**src/rtl/oled_spi_rx.sv**
```systemverilog
// -----------------------------------------------------------------------------
// oled_spi_rx
//
// Receive-side model of the OLED SPI link. It oversamples the link in the
// sysclk domain, assembles MSB-first bytes, tags each with D/C, and queues
// them in a FIFO with a valid/ready read port. It also tracks the panel
// power sequence and flags protocol errors.
//
// Optional feature: define OLED_RX_BYTE_COUNT_EN to add the cmd_count and
// data_count push-attempt counters.
//
// Ports:
//   sysclk      system clock; all logic is on its rising edge
//   rst         synchronous active-high reset
//   oled_sclk   SPI clock (idle low, data taken on its rising edge)
//   oled_sdin   SPI data, MSB first
//   oled_dc     0 = command, 1 = data; taken with the 8th bit
//   oled_res    panel reset, active low
//   oled_vdd    logic supply enable, active low
//   oled_vbat   panel supply enable, active low
//   rx_data     head-of-FIFO byte (0 when empty)
//   rx_dc       D/C tag of rx_data
//   rx_valid    FIFO non-empty
//   rx_ready    consumer accepts rx_data on rx_valid & rx_ready
//   overflow    sticky: a byte was dropped because the FIFO was full
//   frame_err   sticky: a partial byte was discarded
//   err_clr     clears overflow and frame_err (and the byte counters)
//   pwr_state   0 OFF, 1 VDD_ON, 2 ACTIVE, 3 SEQ_ERR
//   level       FIFO occupancy
//   cmd_count   (optional) command bytes seen, saturating
//   data_count  (optional) data bytes seen, saturating
// -----------------------------------------------------------------------------
module oled_spi_rx #(
   parameter int DEPTH       = 16,
   parameter int IDLE_CYCLES = 1024,
   parameter int SYNC_STAGES = 2
) (
   input  logic                     sysclk,
   input  logic                     rst,
   input  logic                     oled_sclk,
   input  logic                     oled_sdin,
   input  logic                     oled_dc,
   input  logic                     oled_res,
   input  logic                     oled_vdd,
   input  logic                     oled_vbat,
   output logic [7:0]               rx_data,
   output logic                     rx_dc,
   output logic                     rx_valid,
   input  logic                     rx_ready,
   output logic                     overflow,
   output logic                     frame_err,
   input  logic                     err_clr,
   output logic [1:0]               pwr_state,
   output logic [$clog2(DEPTH):0]   level
`ifdef OLED_RX_BYTE_COUNT_EN
   ,
   output logic [15:0]              cmd_count,
   output logic [15:0]              data_count
`endif
);

   localparam int PTR_W  = $clog2(DEPTH);
   localparam int LVL_W  = PTR_W + 1;
   localparam int IDLE_W = $clog2(IDLE_CYCLES + 1);

   // Bit order of each synchronizer stage: {vbat, vdd, res, dc, sdin, sclk}.
   // The active-low controls reset to 1 so the panel reads as off/not-in-reset.
   localparam logic [5:0] SYNC_INIT = 6'b111000;

   typedef enum logic [1:0] {
      PWR_OFF     = 2'd0,
      PWR_VDD_ON  = 2'd1,
      PWR_ACTIVE  = 2'd2,
      PWR_SEQ_ERR = 2'd3
   } pwr_t;

   // ---------------------------------------------------------------- sync
   logic [5:0] sync_reg [SYNC_STAGES];

   always_ff @(posedge sysclk) begin
      if (rst) begin
         for (int i = 0; i < SYNC_STAGES; i++) sync_reg[i] <= SYNC_INIT;
      end else begin
         sync_reg[0] <= {oled_vbat, oled_vdd, oled_res, oled_dc, oled_sdin, oled_sclk};
         for (int i = 1; i < SYNC_STAGES; i++) sync_reg[i] <= sync_reg[i-1];
      end
   end

   logic [5:0] link;
   logic       sclk_s, sdin_s, dc_s, res_s, vdd_on, vbat_on;
   assign link    = sync_reg[SYNC_STAGES-1];
   assign sclk_s  = link[0];
   assign sdin_s  = link[1];
   assign dc_s    = link[2];
   assign res_s   = link[3];
   assign vdd_on  = ~link[4];
   assign vbat_on = ~link[5];

   // Rise detection is registered together with the data/dc it qualifies,
   // so the shift engine sees a clean one-cycle pulse with aligned data.
   logic sclk_prev_reg, rise_reg, sdin_d_reg, dc_d_reg;

   always_ff @(posedge sysclk) begin
      if (rst) begin
         sclk_prev_reg <= 1'b0;
         rise_reg      <= 1'b0;
         sdin_d_reg    <= 1'b0;
         dc_d_reg      <= 1'b0;
      end else begin
         sclk_prev_reg <= sclk_s;
         rise_reg      <= sclk_s & ~sclk_prev_reg;
         sdin_d_reg    <= sdin_s;
         dc_d_reg      <= dc_s;
      end
   end

   // -------------------------------------------------------- shift engine
   logic [2:0]        bit_cnt_reg, bit_cnt_next;
   logic [7:0]        shift_reg, shift_next;
   logic [IDLE_W-1:0] idle_reg, idle_next;
   logic              push, frame_set;
   logic [8:0]        push_word;

   always_comb begin
      bit_cnt_next = bit_cnt_reg;
      shift_next   = shift_reg;
      idle_next    = idle_reg;
      push         = 1'b0;
      frame_set    = 1'b0;
      push_word    = {dc_d_reg, shift_reg[6:0], sdin_d_reg};
      if (!res_s) begin
         // Panel in reset: drop any partial byte and ignore the clock.
         bit_cnt_next = 3'd0;
         idle_next    = '0;
         frame_set    = (bit_cnt_reg != 3'd0);
      end else if (rise_reg) begin
         idle_next  = '0;
         shift_next = {shift_reg[6:0], sdin_d_reg};
         if (bit_cnt_reg == 3'd7) begin
            push         = 1'b1;
            bit_cnt_next = 3'd0;
         end else begin
            bit_cnt_next = bit_cnt_reg + 3'd1;
         end
      end else if (bit_cnt_reg != 3'd0) begin
         if (idle_reg == IDLE_W'(IDLE_CYCLES - 1)) begin
            bit_cnt_next = 3'd0;
            idle_next    = '0;
            frame_set    = 1'b1;
         end else begin
            idle_next = idle_reg + IDLE_W'(1);
         end
      end
   end

   always_ff @(posedge sysclk) begin
      if (rst) begin
         bit_cnt_reg <= 3'd0;
         shift_reg   <= 8'h00;
         idle_reg    <= '0;
      end else begin
         bit_cnt_reg <= bit_cnt_next;
         shift_reg   <= shift_next;
         idle_reg    <= idle_next;
      end
   end

   // ---------------------------------------------------------------- FIFO
   logic [8:0]       mem [DEPTH];
   logic [PTR_W-1:0] wr_ptr_reg, rd_ptr_reg;
   logic [LVL_W-1:0] count_reg;
   logic             full, empty, pop, wr_en, drop;

   assign full  = (count_reg == LVL_W'(DEPTH));
   assign empty = (count_reg == '0);
   assign pop   = ~empty & rx_ready;
   // When full, a simultaneous pop frees the slot the push lands in.
   assign wr_en = push & (~full | pop);
   assign drop  = push & full & ~pop;

   always_ff @(posedge sysclk) begin
      if (wr_en) mem[wr_ptr_reg] <= push_word;
   end

   always_ff @(posedge sysclk) begin
      if (rst) begin
         wr_ptr_reg <= '0;
         rd_ptr_reg <= '0;
         count_reg  <= '0;
      end else begin
         if (wr_en) wr_ptr_reg <= wr_ptr_reg + PTR_W'(1);
         if (pop)   rd_ptr_reg <= rd_ptr_reg + PTR_W'(1);
         if (wr_en && !pop)      count_reg <= count_reg + LVL_W'(1);
         else if (!wr_en && pop) count_reg <= count_reg - LVL_W'(1);
      end
   end

   assign rx_valid = ~empty;
   assign rx_data  = empty ? 8'h00 : mem[rd_ptr_reg][7:0];
   assign rx_dc    = empty ? 1'b0  : mem[rd_ptr_reg][8];
   assign level    = count_reg;

   // --------------------------------------------------------- error flags
   logic overflow_reg, frame_err_reg;

   always_ff @(posedge sysclk) begin
      if (rst) begin
         overflow_reg  <= 1'b0;
         frame_err_reg <= 1'b0;
      end else begin
         // A new error wins over a simultaneous clear.
         overflow_reg  <= drop      | (overflow_reg  & ~err_clr);
         frame_err_reg <= frame_set | (frame_err_reg & ~err_clr);
      end
   end

   assign overflow  = overflow_reg;
   assign frame_err = frame_err_reg;

   // ----------------------------------------------------------- power FSM
   pwr_t pwr_reg, pwr_next;

   always_comb begin
      pwr_next = pwr_reg;
      case (pwr_reg)
         PWR_OFF: begin
            if (vbat_on)     pwr_next = PWR_SEQ_ERR;
            else if (vdd_on) pwr_next = PWR_VDD_ON;
         end
         PWR_VDD_ON: begin
            if (!vdd_on)      pwr_next = PWR_OFF;
            else if (vbat_on) pwr_next = PWR_ACTIVE;
         end
         PWR_ACTIVE: begin
            if (!vdd_on)       pwr_next = PWR_SEQ_ERR;
            else if (!vbat_on) pwr_next = PWR_VDD_ON;
         end
         default: begin
            if (!vdd_on && !vbat_on) pwr_next = PWR_OFF;
         end
      endcase
   end

   always_ff @(posedge sysclk) begin
      if (rst) pwr_reg <= PWR_OFF;
      else     pwr_reg <= pwr_next;
   end

   assign pwr_state = pwr_reg;

`ifdef OLED_RX_BYTE_COUNT_EN
   // ------------------------------------------------------- byte counters
   logic [15:0] cmd_count_reg, data_count_reg;

   always_ff @(posedge sysclk) begin
      if (rst || err_clr) begin
         cmd_count_reg  <= 16'h0000;
         data_count_reg <= 16'h0000;
      end else if (push) begin
         // Counts attempts, so dropped bytes are included.
         if (push_word[8]) begin
            if (data_count_reg != 16'hFFFF) data_count_reg <= data_count_reg + 16'd1;
         end else begin
            if (cmd_count_reg != 16'hFFFF) cmd_count_reg <= cmd_count_reg + 16'd1;
         end
      end
   end

   assign cmd_count  = cmd_count_reg;
   assign data_count = data_count_reg;
`endif

endmodule
```
**config.mk**
```make
export PLATFORM = sky130hd
export DESIGN_NAME = oled_spi_rx
export DESIGN_NICKNAME = d
export VERILOG_FILES = /design/src/rtl/oled_spi_rx.sv
export SDC_FILE = /design/constraint.sdc
export NUM_CORES = 1
export LEC_CHECK = 0
export BUFFER_PORTS_ARGS = -buffer_cell sky130_fd_sc_hd__buf_2
export CAP_MARGIN = 20
export CORE_UTILIZATION = 65
export DETAILED_ROUTE_END_ITERATION = 7
export PLACE_DENSITY = 0.87
export SLEW_MARGIN = 5
export SYNTH_ARGS = -nofsm -noshare
export SYNTH_HDL_FRONTEND = slang
export SYNTH_SLANG_ARGS = --single-unit
export TNS_END_PERCENT = 100
```
**constraint.sdc**
```tcl
create_clock -name sysclk -period 4.13 [get_ports sysclk]
set_input_delay 0.6195 -clock sysclk [delete_from_list [all_inputs] [get_ports sysclk]]
set_output_delay 0.6195 -clock sysclk [all_outputs]
set_load 0.05 [all_outputs]
```
==> results of run 1 <==
power breakdown:
part,switching [W],leakage (nW),internal (W)
Clock,0.000697,0.298,0.000978
Sequential,0.000119,1.80,0.00219
Combinational,0.000629,0.836,0.000357
Total,0.00144,2.94,0.00352
per-layer routing:
| metal | vias up | share of wire, % | wire length, µm |
|---|---|---|---|
| li1 | 1971 | - | - |
| met1 | 2131 | 39 | 5940 |
| met2 | 192 | 51 | 7710 |
| met3 | 28 | 7.9 | 1190 |
| met4 | 0 | 2.0 | 304 |
| met5 | - | 0 | 0 |
cell type report:
type                            instances  area [µm²]  area share [%]
Timing Repair Buffer                   36         200            2.28
Inverter                               10        37.5           0.427
Tap cell                              143         179            2.03
Clock buffer                           27         579            6.59
Multi-Input combinational cell        265        2280            26.0
Clock inverter                          6        28.8           0.327
Sequential cell                       202        5490            62.4
cell usage in the layout, fill, tap and decap left out, drive strengths merged, types with 17 or more instances in the layout:
master	instances
dfxtp	58
clkbuf	27
nand2	24
a21oi	17
mux4	36
buf	36
nor2	40
a211oi	20
nor2b	22
edfxtp	144
worst paths after layout:
check	from	to	slack, ns
setup / recovery	flop	rx_data[0]	0.74
hold / removal	oled_res	sync_reg[0][3]	0.33
hold reg to reg	sclk_prev_reg	rise_reg	0.39
setup reg to reg	level[0]	level[4]	1.29
cell families (layout without fill, tap and decap cells):
logic type | Yosys count | in the layout | synth area share, %
compound gates | 52 | 52 | 4.28
flops | 202 | 202 | 69.2
buf+inv | 36 | 79 | 1.97
mux | 50 | 50 | 12.0
fa+ha+maj | 14 | 14 | 2.30
simple gates | 133 | 133 | 8.46
xor+xnor | 16 | 16 | 1.77
metrics by stage:
step	setup WS [ns]	cells	hold slack, ns
after global placement	1.28	655	0.373
after detailed placement	1.22	656	0.377
after CTS	0.710	689	0.318
after global routing	0.615	689	0.322
final	0.740	689	0.329
after floorplan	1.11	503	0.367
==> flow_metrics.tcl, run 1 <==
set metrics [dict create \
    diodes 0 \
    synth_area_leaders "edfxtp_1 (55%), dfxtp_1 (15%), mux4_2 (10%), ha_1 (2.1%), a211oi_1 (1.9%)" \
    fin_nets 559 \
    avgSynthCellArea_um2 15.8 \
    rr_worst_depth 9 \
    relSlewSlack_pct 31.3 \
    fp-row-count 39 \
    grt_max_degree 46 \
    wl_um 15200 \
    cp_max_fo 17 \
    initial_core_util_pct 68.0 \
    cp-start-kind "flop" \
    grtUsageMet3_pct 3.78 \
    cts_buffers 20 \
    vias_per_cell 6.27 \
    synthesis.instances 503 \
    ys_types 42 \
    io_pins 29 \
    yosys.area.top_type "edfxtp_1" \
    fin_area_um2 8800 \
    dr.pass1.iters 5 \
    vias 4322 \
    cp_common_cell "a211oi_1" \
    antenna_found_initial 0 \
    max_stage_delay_ns 0.88 \
    cp.depth 5 \
    insertion_delay_ns 0.49 \
    synth-seq-area-share_pct 69.2 \
    worstMarginPinSlew_ns 1.03 \
    largest_reg_flops 144 \
    max_freq_ghz 0.295 \
    grt_pass1_wl_um 24100 \
    p_leak_nw 2.94 \
    vdd.ir_drop.worst_uv 496 \
    worstHoldPathCells 2 \
    hpwl_um 9420 \
    synth_most_common_cell "edfxtp_1" \
    dr.first_iter.drc_count 338 \
    synth_top_area_share_pct 54.6 \
    cts_hold_buf 0 \
    post_cts_buffers 0 \
    hold_violations 0 \
    path_buf_inv 2 \
    ys.flop_type "edfxtp_1" \
    setup_viol 0 \
    fillers 652 \
    post-route-util_pct 75.4 \
    grt_pass1_vias 4410 \
    drc 0 \
    grt-ovfl-total 0 \
    grt_use_total_pct 25.5 \
    power_density_nw_per_um2 565 \
    drive_gt1_share_pct 20.1 \
    path_class "reg2out" \
    hold_path_class "in2reg" \
    status "finished clean" \
    clk_pin_slew_ns 0.06 \
    synthArstFlopShare_pct 0 \
    finalPower_w 0.00497 \
    busiest_layer "met2" \
    die_x_um 112 \
    clock_sink_count 202 \
    crit_path_cell_trace "buf_4 > mux4_2 > a211oi_1 > a211oi_1 > buf_2" \
    yosys-top-cells-count "edfxtp_1 (144), dfxtp_1 (58), nor2_1 (40)" \
    port_buffers 28 \
    critPathArrivalTime_ns 2.77 \
    syn_area_um2 7930 \
    cpLargestDelayFamily "flip-flops" \
    cts_resized 0 \
    cts_buffer_depth 3 \
    placed_cell_area_um2 8190 \
    cts_root_buffer "clkbuf_16" \
    slowest_stage "dfxtp_1" \
    cts_tree "yes" \
    required_ns 3.51 \
    place_congestion 0.760 \
    die_h_um 112 \
    drv_slew 0 \
    core_region_area_um2 11700 \
    ys_seq_elements 202 \
    period_needed_ns 3.39 \
    syn_nets 527 \
    cp-end-kind "primary output" \
    fin_setup_tns_ns 0 \
    synth-warning-count 0 \
    wire_per_inst_um 22.0 \
    fp.dieArea_um2 12600 \
    period_share_pct 82.1 \
    rsz0062_at_grt "no" \
    grtUsageMet2_pct 43.5 \
    fin_skew_ns 0.0280 \
    htreeDepth 1 \
    synth_edf_count 144 \
    final_antenna_net_count 0 \
    max_cap_violations 0 \
    met1_usage_pct 34.9 \
    syn2layout_area_growth_pct 11.0 \
]
Note: power is estimated with default switching activity, not from simulation.
==> run 2, diff against run 1 <==
- CORE_UTILIZATION: 65 -> 55
- PLACE_DENSITY: 0.87 -> 0.79
- clock period: 4.13 -> 2.9 ns (I/O delays scaled with it)
==> run 2 against run 1 <==
Compared with the run above:
- utilization decreased by 10 points
- sequential power increased by 38%
- non-clock buffer count increased by 23
- flip-flop and latch count unchanged
- clock-buffer cell count unchanged
- die area increased by 18%
- global-route usage decreased by 4.6 points
- clock power increased by 51%
- critical endpoint is now rx_data[3]
==> flow_metrics.tcl, run 2 (synthesized netlist as in run 1, its figures left out) <==
set metrics [dict create \
    status "finished clean" \
    p_sw_share_pct 29.0 \
    crit_path_cell_trace "buf_4 > mux4_2 > nor2b_1 > a211oi_1 > a211oi_1 > buf_2" \
    fin_nets 582 \
    setup_viol 0 \
    worstHoldPathCells 2 \
    p_clk_share_pct 34.6 \
    hold_violations 0 \
    hold_start "oled_vbat" \
    p_sw_w 0.00212 \
    port_buffers 28 \
    insertion_delay_ns 0.49 \
    rsz0062_at_grt "no" \
    largest_reg_flops 144 \
    cp-end-kind "primary output" \
    holdPathEnd "sync_reg[0][5]" \
    wl_um 14900 \
    final_antenna_net_count 0 \
    grt_max_degree 45 \
    cts_buffers 20 \
    reg2reg_slack_ns 0.12 \
    critPathArrivalTime_ns 2.35 \
    clock_sink_count 202 \
    antenna_found_initial 0 \
    slowest_stage "mux4_2" \
    core_region_area_um2 14000 \
    cp_max_fo 5 \
    max_stage_delay_ns 0.51 \
    grt_pass1_vias 4250 \
    rr_startpoint "level[0]" \
    htreeDepth 1 \
    place_congestion 0.752 \
    period_share_pct 96.2 \
    die_h_um 122 \
    p_comb_share_pct 21.7 \
    fin_skew_ns 0.0164 \
    dr.first_iter.drc_count 303 \
    die_x_um 122 \
    diodes 0 \
    initial_core_util_pct 56.7 \
    wire_per_inst_um 19.9 \
    io_pins 29 \
    fp.dieArea_um2 14900 \
    grt_use_total_pct 20.9 \
    vdd.ir_drop.worst_uv 604 \
    hpwl_um 9480 \
    syn2layout_area_growth_pct 14.9 \
    cts_tree "yes" \
    power_density_nw_per_um2 801 \
    final_cell_mix "edfxtp_1 (144), dfxtp_1 (56), nor2_1 (40)" \
    cp-start-kind "flop" \
    drc 0 \
    drv_slew 0 \
    cts_root_buffer "clkbuf_16" \
    cp_common_cell "a211oi_1" \
    mostFrequentLayoutCell "edfxtp_1" \
    fp-row-count 43 \
    period_needed_ns 2.79 \
    rr_worst_depth 9 \
    cts_hold_buf 0 \
    dr.pass1.iters 4 \
    path_class "reg2out" \
    vias_per_cell 5.63 \
    clk_pin_slew_ns 0.06 \
    max_freq_ghz 0.359 \
    worstMarginPinSlew_ns 0.794 \
    required_ns 2.47 \
    fin_setup_tns_ns 0 \
    max_cap_violations 0 \
    fillers 972 \
    drive_gt1_share_pct 24.8 \
    hold_path_class "in2reg" \
    post-route-util_pct 65.1 \
    relSlewSlack_pct 47.0 \
    p_leak_nw 3.10 \
    grt-ovfl-total 0 \
    cts_buffer_depth 3 \
    vias 4236 \
    seqPwrFrac_pct 43.7 \
    p_int_w 0.00518 \
    grt_pass1_wl_um 22800 \
    rr_endpoint "level[4]" \
]
run 2: changes by cell type in the layout (fill, tap and decap cells not counted), sizes merged:
cell    change
inv         +1
bufinv      +1
clkinv      +1
buf        +23
run 2: critical path: cells and delay by family (launching register included):
family / cells / cell delay (ns)
buffers and inverters: 2 / 0.42
AOI/OAI and AO/OA: 2 / 0.40
and+or+nand+nor: 1 / 0.15
DFF: 1 / 0.40
muxes: 1 / 0.51
run 2: power by group through the flow:
stage	registers [W]	logic [W]	clock network [W]
after floorplan	0.00331	0.00113	0
after global placement	0.00325	0.00151	0
after detailed placement	0.00326	0.00155	0
after CTS	0.00319	0.00159	0.00256
after global routing	0.00320	0.00168	0.00267
final	0.00319	0.00158	0.00252
run 2: repair_timing:
action	CTS	global route
gates resized for setup	2	4
setup endpoints to repair	7	3
buffers inserted	3	0
run 2: area by class of cell:
class / instances / area [µm²] / share of cell area, %
multi-input combinational: 265 / 2300 / 25.3
tap: 180 / 225 / 2.47
timing repair buffer: 59 / 392 / 4.30
sequential: 202 / 5490 / 60.3
clock buffer: 27 / 578 / 6.35
inverter: 10 / 37.5 / 0.412
clock inverter: 9 / 82.6 / 0.907
run 2: metal layers:
| metal | vias up | wire (µm) | GRT usage, % |
|---|---|---|---|
| met4 | 0 | 180 | 5.34 |
| met5 | - | 0 | 0 |
| li1 | 2020 | - | - |
| met1 | 2096 | 6490 | 28.8 |
| met3 | 15 | 845 | 3.37 |
| met2 | 105 | 7430 | 34.9 |
run 2: through the flow:
stage / setup WS [ns] / area, µm² / std cells / power, W / hold slack, ns
global placement: 0.242 / 8400 / 713 / 0.00476 / 0.378
detailed placement: 0.167 / 8400 / 713 / 0.00481 / 0.383
global route: 0.00631 / 9100 / 752 / 0.00755 / 0.114
floorplan: 0.0637 / 7930 / 503 / 0.00444 / 0.367
finish: 0.111 / 9100 / 752 / 0.00730 / 0.129
CTS: 0.0697 / 9090 / 752 / 0.00734 / 0.114
run 2: how the worst max path moves through the flow:
stage                      end  slack (ns)  cells past startpoint
floorplan           rx_data[6]        0.06                      6
CTS                 rx_data[5]        0.07                      6
finish              rx_data[3]        0.11                      6
global placement      level[4]        0.24                      9
detailed placement    level[4]        0.17                      9
global route          level[4]       0.006                      9
==> run 3, diff against run 2 <==
- CORE_UTILIZATION: 55 -> 58
- CTS_BUF_LIST: not set -> sky130_fd_sc_hd__clkbuf_4 sky130_fd_sc_hd__clkbuf_8
- PLACE_DENSITY: 0.79 -> 0.82
==> run 3 against run 2 <==
Compared with the run above:
- highest routed layer unchanged
- hold slack got worse by 0.051 ns
- clock skew decreased by 0.0086 ns
- combinational power increased by 4%
- largest power group unchanged
- die area decreased by 5.1%
- routed wire length about the same
==> flow_metrics.tcl, run 3 (synthesized netlist as in run 1, its figures left out) <==
set metrics [dict create \
    path_class "reg2out" \
    final_antenna_net_count 0 \
    rr_endpoint "level[4]" \
    drv_slew 0 \
    die_x_um 119 \
    fin_setup_tns_ns 0 \
    crit_path_cell_trace "buf_8 > mux4_2 > nor2b_1 > a211oi_2 > a211oi_2 > buf_6" \
    fp-row-count 42 \
    fin_skew_ns 0.00780 \
    cp_max_fo 7 \
    seqPwrFrac_pct 44.5 \
    reg2reg_slack_ns 0.18 \
    cts_root_buffer "clkbuf_8" \
    timing.hold.ws_ns 0.0779 \
    slowest_stage "mux4_2" \
    place_congestion 0.795 \
    dr.first_iter.drc_count 426 \
    grt-ovfl-total 0 \
    clock_sink_count 202 \
    rsz0062_at_grt "yes" \
    cts_tree "yes" \
    dr.pass1.iters 5 \
    hpwl_um 9520 \
    status "finished clean" \
    cp_common_cell "a211oi_2" \
    vias_per_cell 5.72 \
    p_sw_share_pct 29.6 \
    rr_startpoint "level[0]" \
    power_density_nw_per_um2 788 \
    grt_pass1_vias 4554 \
    hold_path_class "in2reg" \
    critPathArrivalTime_ns 2.36 \
    syn2layout_area_growth_pct 16.1 \
    die_h_um 119 \
    htreeDepth 1 \
    period_needed_ns 2.80 \
    hold_violations 0 \
    core_region_area_um2 13300 \
    period_share_pct 96.5 \
    port_buffers 28 \
    p_comb_share_pct 22.6 \
    grt_max_degree 45 \
    antenna_found_initial 0 \
    crit_end "rx_data[2]" \
    setup_viol 0 \
    final_cell_mix "edfxtp_1 (144), dfxtp_1 (55), clkbuf_8 (41)" \
    cts_hold_buf 0 \
    worst_slack_ns 0.102 \
    grt_use_total_pct 22.0 \
    vdd.ir_drop.worst_uv 640 \
    cts_buffers 30 \
    clk_pin_slew_ns 0.06 \
    vias 4412 \
    grt_pass1_wl_um 23700 \
    insertion_delay_ns 0.54 \
    p_sw_w 0.00215 \
    largest_reg_flops 144 \
    p_int_w 0.00511 \
    initial_core_util_pct 59.6 \
    p_leak_nw 3.16 \
    fp.dieArea_um2 14100 \
    worstMarginPinSlew_ns 0.848 \
    diodes 0 \
    path_buf_inv 2 \
    drive_gt1_share_pct 29.6 \
    dp_slack_ns 0.141 \
    wl_um 14900 \
    cp-start-kind "flop" \
    cts_buffer_depth 3 \
    fin_nets 595 \
    max_stage_delay_ns 0.54 \
    p_clk_share_pct 32.9 \
    max_freq_ghz 0.357 \
    cpLargestDelayFamily "multiplexers" \
    max_cap_violations 0 \
    mostFrequentLayoutCell "edfxtp_1" \
    drc 0 \
    rr_worst_depth 9 \
    fillers 842 \
    cp-end-kind "primary output" \
    io_pins 29 \
    wire_per_inst_um 19.4 \
    relSlewSlack_pct 43.4 \
    cp.depth 6 \
    required_ns 2.47 \
]
-- run 3: cell types whose count changed in the layout (fill, tap and decap cells not counted), moves of 2 or more --
cell and delta:
buf_2 -3, clkbuf_16 -21, buf_12 +2, clkbuf_4 +7, clkbuf_1 -3, buf_4 +3, inv_1 -2, a211oi_1 -3
clkinv_2 +2, a211oi_2 +3, clkbuf_8 +38
-- run 3: power groups by stage --
stage	clock network, W	logic, W	registers (W)
after detailed placement	0	0.00154	0.00329
after global placement	0	0.00150	0.00328
after floorplan	0	0.00113	0.00331
after CTS	0.00243	0.00157	0.00323
final	0.00239	0.00164	0.00323
after global routing	0.00255	0.00174	0.00324
-- run 3: how the worst min path moves through the flow --
stage                              from        endpoint  slack [ns]  cells past startpoint
final                         oled_vbat  sync_reg[0][5]        0.08                      2
after global placement    sclk_prev_reg        rise_reg        0.37                      1
after CTS                     oled_vbat  sync_reg[0][5]        0.04                      2
after detailed placement  sclk_prev_reg        rise_reg        0.38                      1
after global routing           oled_res  sync_reg[0][3]        0.06                      2
after floorplan           sclk_prev_reg        rise_reg        0.37                      1
-- run 3: through the flow --
step                      area [µm²]  instances  total power, W  utilization, %
after floorplan                 7930        503         0.00444               -
after global placement          8430        711         0.00479            63.4
after detailed placement        8430        711         0.00483            63.4
after CTS                       9130        770         0.00722            68.7
after global routing            9200        771         0.00754            69.2
final                           9200        771         0.00725            69.2
-- run 3: cell type report --
| class | instances | area (µm²) | area share (%) |
|---|---|---|---|
| Clock buffer | 48 | 617 | 6.71 |
| Clock inverter | 8 | 43.8 | 0.476 |
| Inverter | 10 | 37.5 | 0.408 |
| Multi-Input combinational cell | 265 | 2330 | 25.4 |
| Sequential cell | 202 | 5490 | 59.7 |
| Tap cell | 176 | 220 | 2.39 |
| Timing Repair Buffer | 62 | 454 | 4.94 |
-- run 3: what timing repair did --
action                     CTS  global route
setup buffers                3             1
setup endpoints to repair    9            10
gates resized for setup      4            19
pin swaps                    0             2
-- run 3: metal layers --
layer / vias to the layer above / share of wire, % / track usage [%]
met2: 147 / 50 / 36.3
li1: 2057 / - / -
met1: 2180 / 42 / 29.4
met5: - / 0 / 0
met3: 28 / 6.4 / 4.65
met4: 0 / 1.9 / 6.96
